==> config.mk <==
export PLATFORM = sky130hd
export DESIGN_NAME = conv_window_gen_flat
export DESIGN_NICKNAME = d
export VERILOG_FILES = /design/src/rtl/conv_window_gen_pkg.sv /design/src/rtl/conv_window_gen_if.sv /design/src/rtl/conv_line_buffer.sv /design/src/rtl/conv_window_gen.sv /design/src/flat_wrapper.sv
export SDC_FILE = /design/constraint.sdc
export NUM_CORES = 1
export LEC_CHECK = 0
export BUFFER_PORTS_ARGS = -buffer_cell sky130_fd_sc_hd__buf_2
export CAP_MARGIN = 20
export CORE_ASPECT_RATIO = 0.5
export CORE_MARGIN = 2
export CORE_UTILIZATION = 40
export CTS_CLUSTER_DIAMETER = 100
export DETAILED_ROUTE_END_ITERATION = 8
export PLACE_DENSITY_LB_ADDON = 0.15
export SYNTH_ARGS = -nofsm -noshare
export SYNTH_HDL_FRONTEND = slang
export SYNTH_HIERARCHICAL = 1
export SYNTH_SLANG_ARGS = --single-unit
==> constraint.sdc <==
create_clock -name clk -period 4.94 [get_ports clk]
set_clock_uncertainty 0.1 [all_clocks]
set_input_delay 0.988 -clock clk [delete_from_list [all_inputs] [get_ports clk]]
set_output_delay 0.988 -clock clk [all_outputs]
set_load 0.01 [all_outputs]
==> src/rtl/conv_window_gen_pkg.sv <==
// conv_window_gen_pkg: shared pixel width and default frame geometry for the convolution datapath
package conv_window_gen_pkg;
    localparam int DATA_W    = 16;
    localparam int IMG_W_DEF = 8;
    localparam int IMG_H_DEF = 8;
    localparam int TAPS      = 9;
    typedef logic [DATA_W-1:0] pix_t;
endpackage

==> src/rtl/conv_window_gen_if.sv <==
// conv_window_gen_if: pixel stream in, nine window taps plus strobes out
interface conv_window_gen_if;
    import conv_window_gen_pkg::*;
    pix_t pix_in;
    logic pix_valid;
    pix_t win1, win2, win3, win4, win5, win6, win7, win8, win9;
    logic win_valid;
    logic frame_done;
    modport master (
        output pix_in, pix_valid,
        input  win1, win2, win3, win4, win5, win6, win7, win8, win9, win_valid, frame_done
    );
    modport slave (
        input  pix_in, pix_valid,
        output win1, win2, win3, win4, win5, win6, win7, win8, win9, win_valid, frame_done
    );
endinterface

==> src/rtl/conv_line_buffer.sv <==
// conv_line_buffer: DEPTH-deep shift chain; dout is the entry written DEPTH enables earlier
module conv_line_buffer #(
    parameter int DATA_W = conv_window_gen_pkg::DATA_W,
    parameter int DEPTH  = conv_window_gen_pkg::IMG_W_DEF
) (
    input  logic              clk,
    input  logic              en,
    input  logic [DATA_W-1:0] din,
    output logic [DATA_W-1:0] dout
);
    logic [DATA_W-1:0] sr [DEPTH];
    always_ff @(posedge clk) begin
        if (en) begin
            sr[0] <= din;
            for (int i = 1; i < DEPTH; i++) sr[i] <= sr[i-1];
        end
    end
    assign dout = sr[DEPTH-1];
endmodule

==> src/rtl/conv_window_gen.sv <==
// conv_window_gen: streaming 3x3 window generator feeding the 9-lane multiplier layer
module conv_window_gen
    import conv_window_gen_pkg::*;
#(
    parameter int IMG_W = IMG_W_DEF,
    parameter int IMG_H = IMG_H_DEF
) (
    input logic clk,
    input logic rst,
    conv_window_gen_if.slave s
);
    localparam int CW = $clog2(IMG_W);
    localparam int RW = $clog2(IMG_H);
    logic [CW-1:0] col;
    logic [RW-1:0] row;
    logic          acc, col_last, row_last;
    pix_t          lb0_out, lb1_out;
    pix_t          w [TAPS];
    logic          win_valid, frame_done;
    assign acc      = s.pix_valid && !rst;
    assign col_last = col == CW'(IMG_W - 1);
    assign row_last = row == RW'(IMG_H - 1);
    // lb0 delays by one row (r-1), lb1 chains off it for r-2
    conv_line_buffer #(.DATA_W(DATA_W), .DEPTH(IMG_W)) lb0 (
        .clk(clk), .en(acc), .din(s.pix_in), .dout(lb0_out)
    );
    conv_line_buffer #(.DATA_W(DATA_W), .DEPTH(IMG_W)) lb1 (
        .clk(clk), .en(acc), .din(lb0_out), .dout(lb1_out)
    );
    always_ff @(posedge clk) begin
        if (rst) begin
            col        <= '0;
            row        <= '0;
            win_valid  <= 1'b0;
            frame_done <= 1'b0;
            for (int i = 0; i < TAPS; i++) w[i] <= '0;
        end else begin
            win_valid  <= s.pix_valid && row >= RW'(2) && col >= CW'(2);
            frame_done <= s.pix_valid && row_last && col_last;
            if (s.pix_valid) begin
                col <= col_last ? '0 : col + CW'(1);
                if (col_last) row <= row_last ? '0 : row + RW'(1);
                for (int i = 0; i < 3; i++) begin
                    w[3*i]   <= w[3*i+1];
                    w[3*i+1] <= w[3*i+2];
                end
                w[2] <= lb1_out;
                w[5] <= lb0_out;
                w[8] <= s.pix_in;
            end
        end
    end
    assign s.win1       = w[0];
    assign s.win2       = w[1];
    assign s.win3       = w[2];
    assign s.win4       = w[3];
    assign s.win5       = w[4];
    assign s.win6       = w[5];
    assign s.win7       = w[6];
    assign s.win8       = w[7];
    assign s.win9       = w[8];
    assign s.win_valid  = win_valid;
    assign s.frame_done = frame_done;
endmodule
==> src/flat_wrapper.sv <==
// flat-port wrapper written by rule: the top's interface ports become plain ports
module conv_window_gen_flat import conv_window_gen_pkg::*;
#(
    parameter int IMG_W = IMG_W_DEF,
    parameter int IMG_H = IMG_H_DEF
)
  (clk, rst, s_pix_in, s_pix_valid, s_win1, s_win2, s_win3, s_win4, s_win5, s_win6, s_win7, s_win8, s_win9, s_win_valid, s_frame_done);
  conv_window_gen_if s_i ();
  input logic clk;
  input logic rst;
  input wire logic [$bits(s_i.pix_in)-1:0] s_pix_in;
  input wire logic [$bits(s_i.pix_valid)-1:0] s_pix_valid;
  output wire logic [$bits(s_i.win1)-1:0] s_win1;
  output wire logic [$bits(s_i.win2)-1:0] s_win2;
  output wire logic [$bits(s_i.win3)-1:0] s_win3;
  output wire logic [$bits(s_i.win4)-1:0] s_win4;
  output wire logic [$bits(s_i.win5)-1:0] s_win5;
  output wire logic [$bits(s_i.win6)-1:0] s_win6;
  output wire logic [$bits(s_i.win7)-1:0] s_win7;
  output wire logic [$bits(s_i.win8)-1:0] s_win8;
  output wire logic [$bits(s_i.win9)-1:0] s_win9;
  output wire logic [$bits(s_i.win_valid)-1:0] s_win_valid;
  output wire logic [$bits(s_i.frame_done)-1:0] s_frame_done;
  assign s_i.pix_in = s_pix_in;
  assign s_i.pix_valid = s_pix_valid;
  assign s_win1 = s_i.win1;
  assign s_win2 = s_i.win2;
  assign s_win3 = s_i.win3;
  assign s_win4 = s_i.win4;
  assign s_win5 = s_i.win5;
  assign s_win6 = s_i.win6;
  assign s_win7 = s_i.win7;
  assign s_win8 = s_i.win8;
  assign s_win9 = s_i.win9;
  assign s_win_valid = s_i.win_valid;
  assign s_frame_done = s_i.frame_done;
  conv_window_gen #(.IMG_W(IMG_W), .IMG_H(IMG_H)) u_core (.clk(clk), .rst(rst), .s(s_i));
endmodule
==> flow_summary_export.csv, run 1 <==
group,metric,value,unit
critical_path,crit_type,"input pin to flip-flop",
route,drtIter0Drc,471,
route,vias,5453,
sta,tightest_slew,0.9034,ns
flow_run,cap_violations,0,
synthesis,synth_cell_types,23,
synthesis,yosysTopAreaCell,"edfxtp_1",
clock_tree,cts-root-buf,"clkbuf_16",
power_and_ir_drop,irDropWorstVdd,0.1988,mV
clock_tree,clock_latency,0.51,ns
clock_tree,cts_tree,"yes",
power_and_ir_drop,power_density,439.9,nW/um^2
grt,grt_pass1_vias,5382,
route,viasPerCell,4.311,
synthesis,yosys.area_share.adder,0.4564,%
layout,fillers,2800,
synthesis,avgSynthCellArea,21.79,um^2
critical_path,cp.required,5.02,ns
synthesis,yosysMostFrequentCell,"edfxtp_1",
sta,setup_viol,0,
die,rows,47,
place,finalWeightedCongestion,0.6805,
route,dr.pass1.iters,6,
sta,max_freq,419.4,MHz
clock_tree,cts_made_buffers,37,
synthesis,synth_common_cells,"edfxtp_1, and2_1, buf_4",
synthesis,ys.flop_type,"edfxtp_1",
grt,antenna_found_initial,2,
layout,fin_cells,1265,
place,port-buffer-count,164,
critical_path,critPathArrivalTime,2.47,ns
synthesis,synth-seq-cells,408,
die,die_w,265.8,um
clock_tree,clock_path_buffers,3,
critical_path,start_kind,"input pin",
sta,slew_headroom,39.65,%
critical_path,cp-end-kind,"flip-flop",
sta,tns,0,ns
synthesis,synth_mux_area_share,0.07303,%
synthesis,synth_top_area_share,87.63,%
grt,grt_pass1_wl,28.36,mm
synthesis,synth_top_family_by_area,"simple AND/OR/NAND/NOR gates",
layout,area_growth_syn_to_layout,16.59,%
die,die_area,35850,um^2
sta,rsz0062_at_grt,"no",
die,die_h,134.9,um
clock_tree,cts_hold_buffers,0,
clock_tree,post_cts_buffers,0,
synthesis,syn_nets,653,
synthesis,synth_area,13710,um^2
synthesis,synthXorXnorAreaFrac,0,%
power_and_ir_drop,p_leak,5.985,nW
die,pin_count,165,
route,drc,0,
synthesis,synth_area_leaders,"edfxtp_1, and2_1, buf_4",
clock_tree,clkSinkCount,408,
critical_path,worstPathMaxFanout,28,
synthesis,synth_edf_count,400,
clock_tree,clk_pin_slew,0.06,ns
sta,finalHoldViolCount,0,
sta,period_minus_slack,2.385,ns
sta,drv_slew,0,
clock_tree,cts_resized,0,
grt,gr-total-overflow,0,
synthesis,yosys_warnings,6,
synthesis,synthCells,629,
route,postRouteWirelength,18.03,mm
die,start_util,41.04,%
route,ant_nets,0,
sta,fin_crit_sh,48.27,%
synthesis,synth_compound_area_share,0.4199,%
die,core_area,33400,um^2
grt,grt_usage,10.07,%
synthesis,yosys.area_share.simple,7.193,%
place,place_hpwl,10.27,mm
layout,drive_gt1_share,27.98,%
synthesis,yosysSeqAreaShare,88.80,%
layout,layout.nets,821,
clock_tree,htreeDepth,2,
grt,grt_max_degree,77,
worst_hold_path,hold_path.class,"flip-flop to flip-flop",
place,place_inst,1199,
status,status,"completed",
route,post_drt_wl_per_cell,14.25,um
synthesis,synthArstFlopShare,0,%
## layout make-up
cell class / instances / area (um^2) / share of cell area [%]
clock inverter: 15 / 177.7 / 1.112
multi-input combinational: 171 / 1124 / 7.031
antenna: 2 / 5.005 / 0.03132
sequential: 408 / 12170 / 76.17
tap: 441 / 551.8 / 3.453
clock buffer: 49 / 970.9 / 6.076
timing repair buffer: 178 / 975.9 / 6.107
inverter: 1 / 3.754 / 0.02349
## logic make-up after synthesis
group                    Yosys count
AND/OR/NAND/NOR                  157
AO/OA/AOI/OAI                      8
multiplexers                       1
adder cells (fa/ha/maj)            5
flip-flops                       408
buffers and inverters             50
## sequential cells by signal (all words and copies together) (netlist names)
register and cells:
u_core/w 144, u_core/lb0/sr 128, u_core/lb1/sr 128, u_core/col 3
u_core/row 3, u_core/s.frame_done 1, u_core/s.win_valid 1
## worst max-delay path: stages
cell	delay [ns]
buf_2	0.22
nor2b_4	0.79
buf_4	0.44
## per-stage QoR
step | worst slack (ns) | util [%] | power (mW) | hold WS [ns] | cell area (um^2)
floorplan | 0.1203 | - | 4.252 | 0.3003 | 13710
global placement | 2.064 | 44.39 | 4.349 | 0.3007 | 14830
detailed placement | 1.984 | 44.39 | 4.360 | 0.3045 | 14830
CTS | 2.543 | 47.83 | 7.159 | 0.3122 | 15980
global route | 2.417 | 47.83 | 7.328 | 0.3145 | 15980
finish | 2.555 | 47.84 | 7.030 | 0.3093 | 15980
## report_power, final
| group | total (mW) | internal [mW] | switching, mW |
|---|---|---|---|
| clock | 2.76 | 1.59 | 1.16 |
| combinational | 0.251 | 0.0888 | 0.163 |
| sequential | 4.02 | 3.97 | 0.0494 |
| total | 7.03 | 5.66 | 1.37 |
## final timing paths
path / end / startpoint / cells past startpoint / slack (ns)
setup reg to reg: u_core/col[0]$_SDFFE_PP0P_ / u_core/col[0]$_SDFFE_PP0P_ / 4 / 3.36
hold / removal: u_core/lb0/sr[0][46]$_DFFE_PP_ / u_core/lb0/sr[0][30]$_DFFE_PP_ / 0 / 0.31
hold reg to reg: u_core/lb0/sr[0][46]$_DFFE_PP_ / u_core/lb0/sr[0][30]$_DFFE_PP_ / 0 / 0.31
setup / recovery: u_core/lb1/sr[1][15]$_DFFE_PP_ / s_pix_valid / 3 / 2.56
## layout by cell type, fill, tap and decap left out
master        n
bufinv_16     4
edfxtp_1    400
ha_1          5
nand4b_1      1
nor3b_1       1
nand2b_1      1
clkbuf_16    37
buf_12        4
diode_2       2
clkinv_2      2
a21oi_1       4
a211oi_1      1
nor2_1        3
and2_1      144
inv_6         1
nand4bb_1     1
clkbuf_1     12
and3_1        1
buf_4        10
clkinvlp_4    1
nor2b_4       1
or3b_2        1
a21bo_2       3
clkinv_1      6
nor3_1        1
nand3_1       1
clkinv_4      1
dfxtp_1       8
or2_4         1
inv_1         1
buf_2       164
mux2i_1       1
## routing by layer
layer	track usage (%)	wire (um)	up-vias	share of wire, %
met5	0	0	-	0
met4	3.683	390	0	2.2
met3	3.574	1133	35	6.3
met2	15.40	8302	115	46
met1	13.39	8202	2662	45
li1	-	-	2641	-
Note: power is estimated with default switching activity, not from simulation.
==> run 2, diff against run 1 <==
clock period = 2.4 ns   (was 4.94 ns; I/O delays follow)
==> run 2 against run 1 <==
Compared with the run above: clock power up 110%; non-clock buffer count grew 5; via count is 0.11% lower; clock-buffer cell count fell by 3; register-to-register slack lost 2.6 ns; global-route usage shrank 0.082 points; worst setup slack lost 1.8 ns; power grew 110%; worst hold slack worse by 0.26 ns; critical path type is now flip-flop to output port.
==> flow_summary_export.csv, run 2 (synthesis results as in run 1) <==
group,metric,value,unit
route,vias,5447,
route,viasPerCell,4.289,
critical_path,cp-end-kind,"output port",
sta,drv_slew,0,
critical_path,critPathArrivalTime,1.11,ns
layout,drive_gt1_share,29.35,%
clock_tree,clkSinkCount,408,
clock_tree,clock_latency,0.51,ns
critical_path,crit_buf_inv,1,
layout,fillers,2820,
layout,layout.nets,826,
layout,multi_input_area,1124,um^2
sta,tns,0,ns
critical_path,cpPeakStageDelay,0.44,ns
sta,period_minus_slack,1.689,ns
layout,register_area,12170,um^2
clock_tree,cts-root-buf,"clkbuf_16",
clock_tree,htreeDepth,2,
critical_path,crit_type,"flip-flop to output port",
layout,layout_commonest_cell,"edfxtp_1",
critical_path,cp_slowest_cell,"edfxtp_1",
place,port-buffer-count,164,
route,drtIter0Drc,325,
sta,rsz0062_at_grt,"no",
sta,setup_viol,0,
layout,fin_cells,1270,
die,die_h,134.9,um
clock_tree,cts_hold_buffers,0,
place,place_inst,1204,
sta,tightest_slew,0.3991,ns
critical_path,cp.required,1.82,ns
critical_path,critical-path-top-delay-family,"flip-flops",
clock_tree,clock_path_buffers,3,
power_and_ir_drop,irDropWorstVdd,0.3748,mV
layout,area_growth_syn_to_layout,17.37,%
clock_tree,clk_pin_slew,0.06,ns
die,rows,47,
status,status,"completed",
sta,max_freq,592.1,MHz
layout,regMostFlops,"u_core/w",
grt,gr-total-overflow,0,
power_and_ir_drop,power_density,905.6,nW/um^2
sta,fin_crit_sh,70.37,%
grt,grt_max_degree,88,
clock_tree,cts_made_buffers,37,
die,die_area,35850,um^2
route,dr.pass1.iters,4,
grt,grt_pass1_vias,5491,
sta,finalHoldViolCount,0,
clock_tree,cts_resized,0,
die,die_w,265.8,um
route,drc,0,
critical_path,cp_cell_sequence,"buf_2",
grt,antenna_found_initial,0,
route,ant_nets,0,
grt,grt_pass1_wl,28.24,mm
worst_hold_path,hold_path.class,"input pin to flip-flop",
critical_path,start_kind,"flip-flop",
die,pin_count,165,
layout,largest_reg_flops,144,
layout,layout_common_cells,"edfxtp_1, buf_2, and2_1",
clock_tree,cts_tree,"yes",
layout,reg_top3,"u_core/w x144, u_core/lb0/sr x128, u_core/lb1/sr x128",
die,core_area,33400,um^2
route,post_drt_wl_per_cell,14.30,um
grt,grt_usage,9.989,%
place,place_hpwl,10.54,mm
power_and_ir_drop,p_leak,6.050,nW
critical_path,worstPathMaxFanout,2,
route,postRouteWirelength,18.16,mm
sta,slew_headroom,73.40,%
flow_run,cap_violations,0,
clock_tree,post_cts_buffers,0,
place,finalWeightedCongestion,0.6909,
die,start_util,41.04,%
## run 2: where the power goes
part / internal [mW] / switching (mW) / leakage, nW
combinational: 0.195 / 0.339 / 1.41
sequential: 8.18 / 0.100 / 4.06
clock: 3.36 / 2.40 / 0.581
total: 11.7 / 2.84 / 6.05
## run 2: per-stage QoR
step / utilization [%] / power [mW] / cell area (um^2) / hold slack [ns] / setup WS [ns]
after global routing: 48.16 / 15.15 / 16090 / 0.01731 / 0.6324
after global placement: 44.61 / 8.964 / 14900 / 0.3006 / 0.4521
final: 48.16 / 14.57 / 16090 / 0.05142 / 0.7111
after floorplan: - / 8.733 / 13720 / 0.3003 / 0.03845
after detailed placement: 44.61 / 8.990 / 14900 / 0.3045 / 0.4139
after CTS: 48.16 / 14.82 / 16090 / 0.01488 / 0.6557
## run 2: final timing paths
kind	from	endpoint	slack, ns	cells after the start
worst max-delay path	u_core/w[0][64]$_SDFFCE_PN0P_	s_win5[0]	0.71	1
worst min-delay path	s_pix_in[4]	u_core/lb0/sr[0][4]$_DFFE_PP_	0.05	1
worst max register to register	u_core/col[0]$_SDFFE_PP0P_	u_core/col[0]$_SDFFE_PP0P_	0.81	4
worst min register to register	u_core/lb0/sr[1][39]$_DFFE_PP_	u_core/lb0/sr[1][55]$_DFFE_PP_	0.31	0
## run 2: area by class of cell
type                       instances  area share, %
antenna                            1        0.01555
multi-input combinational        171          6.984
clock buffer                      46          6.152
inverter                           1        0.02333
clock inverter                    19          1.205
sequential                       408          75.66
timing repair buffer             183          6.533
tap                              441          3.430
## run 2: metal layers
layer / track usage [%] / up-vias / routed length [um]
met1: 13.30 / 2650 / 8341
met5: 0 / - / 0
li1: - / 2656 / -
met4: 3.808 / 0 / 376
met2: 15.46 / 105 / 8467
met3: 3.191 / 36 / 978
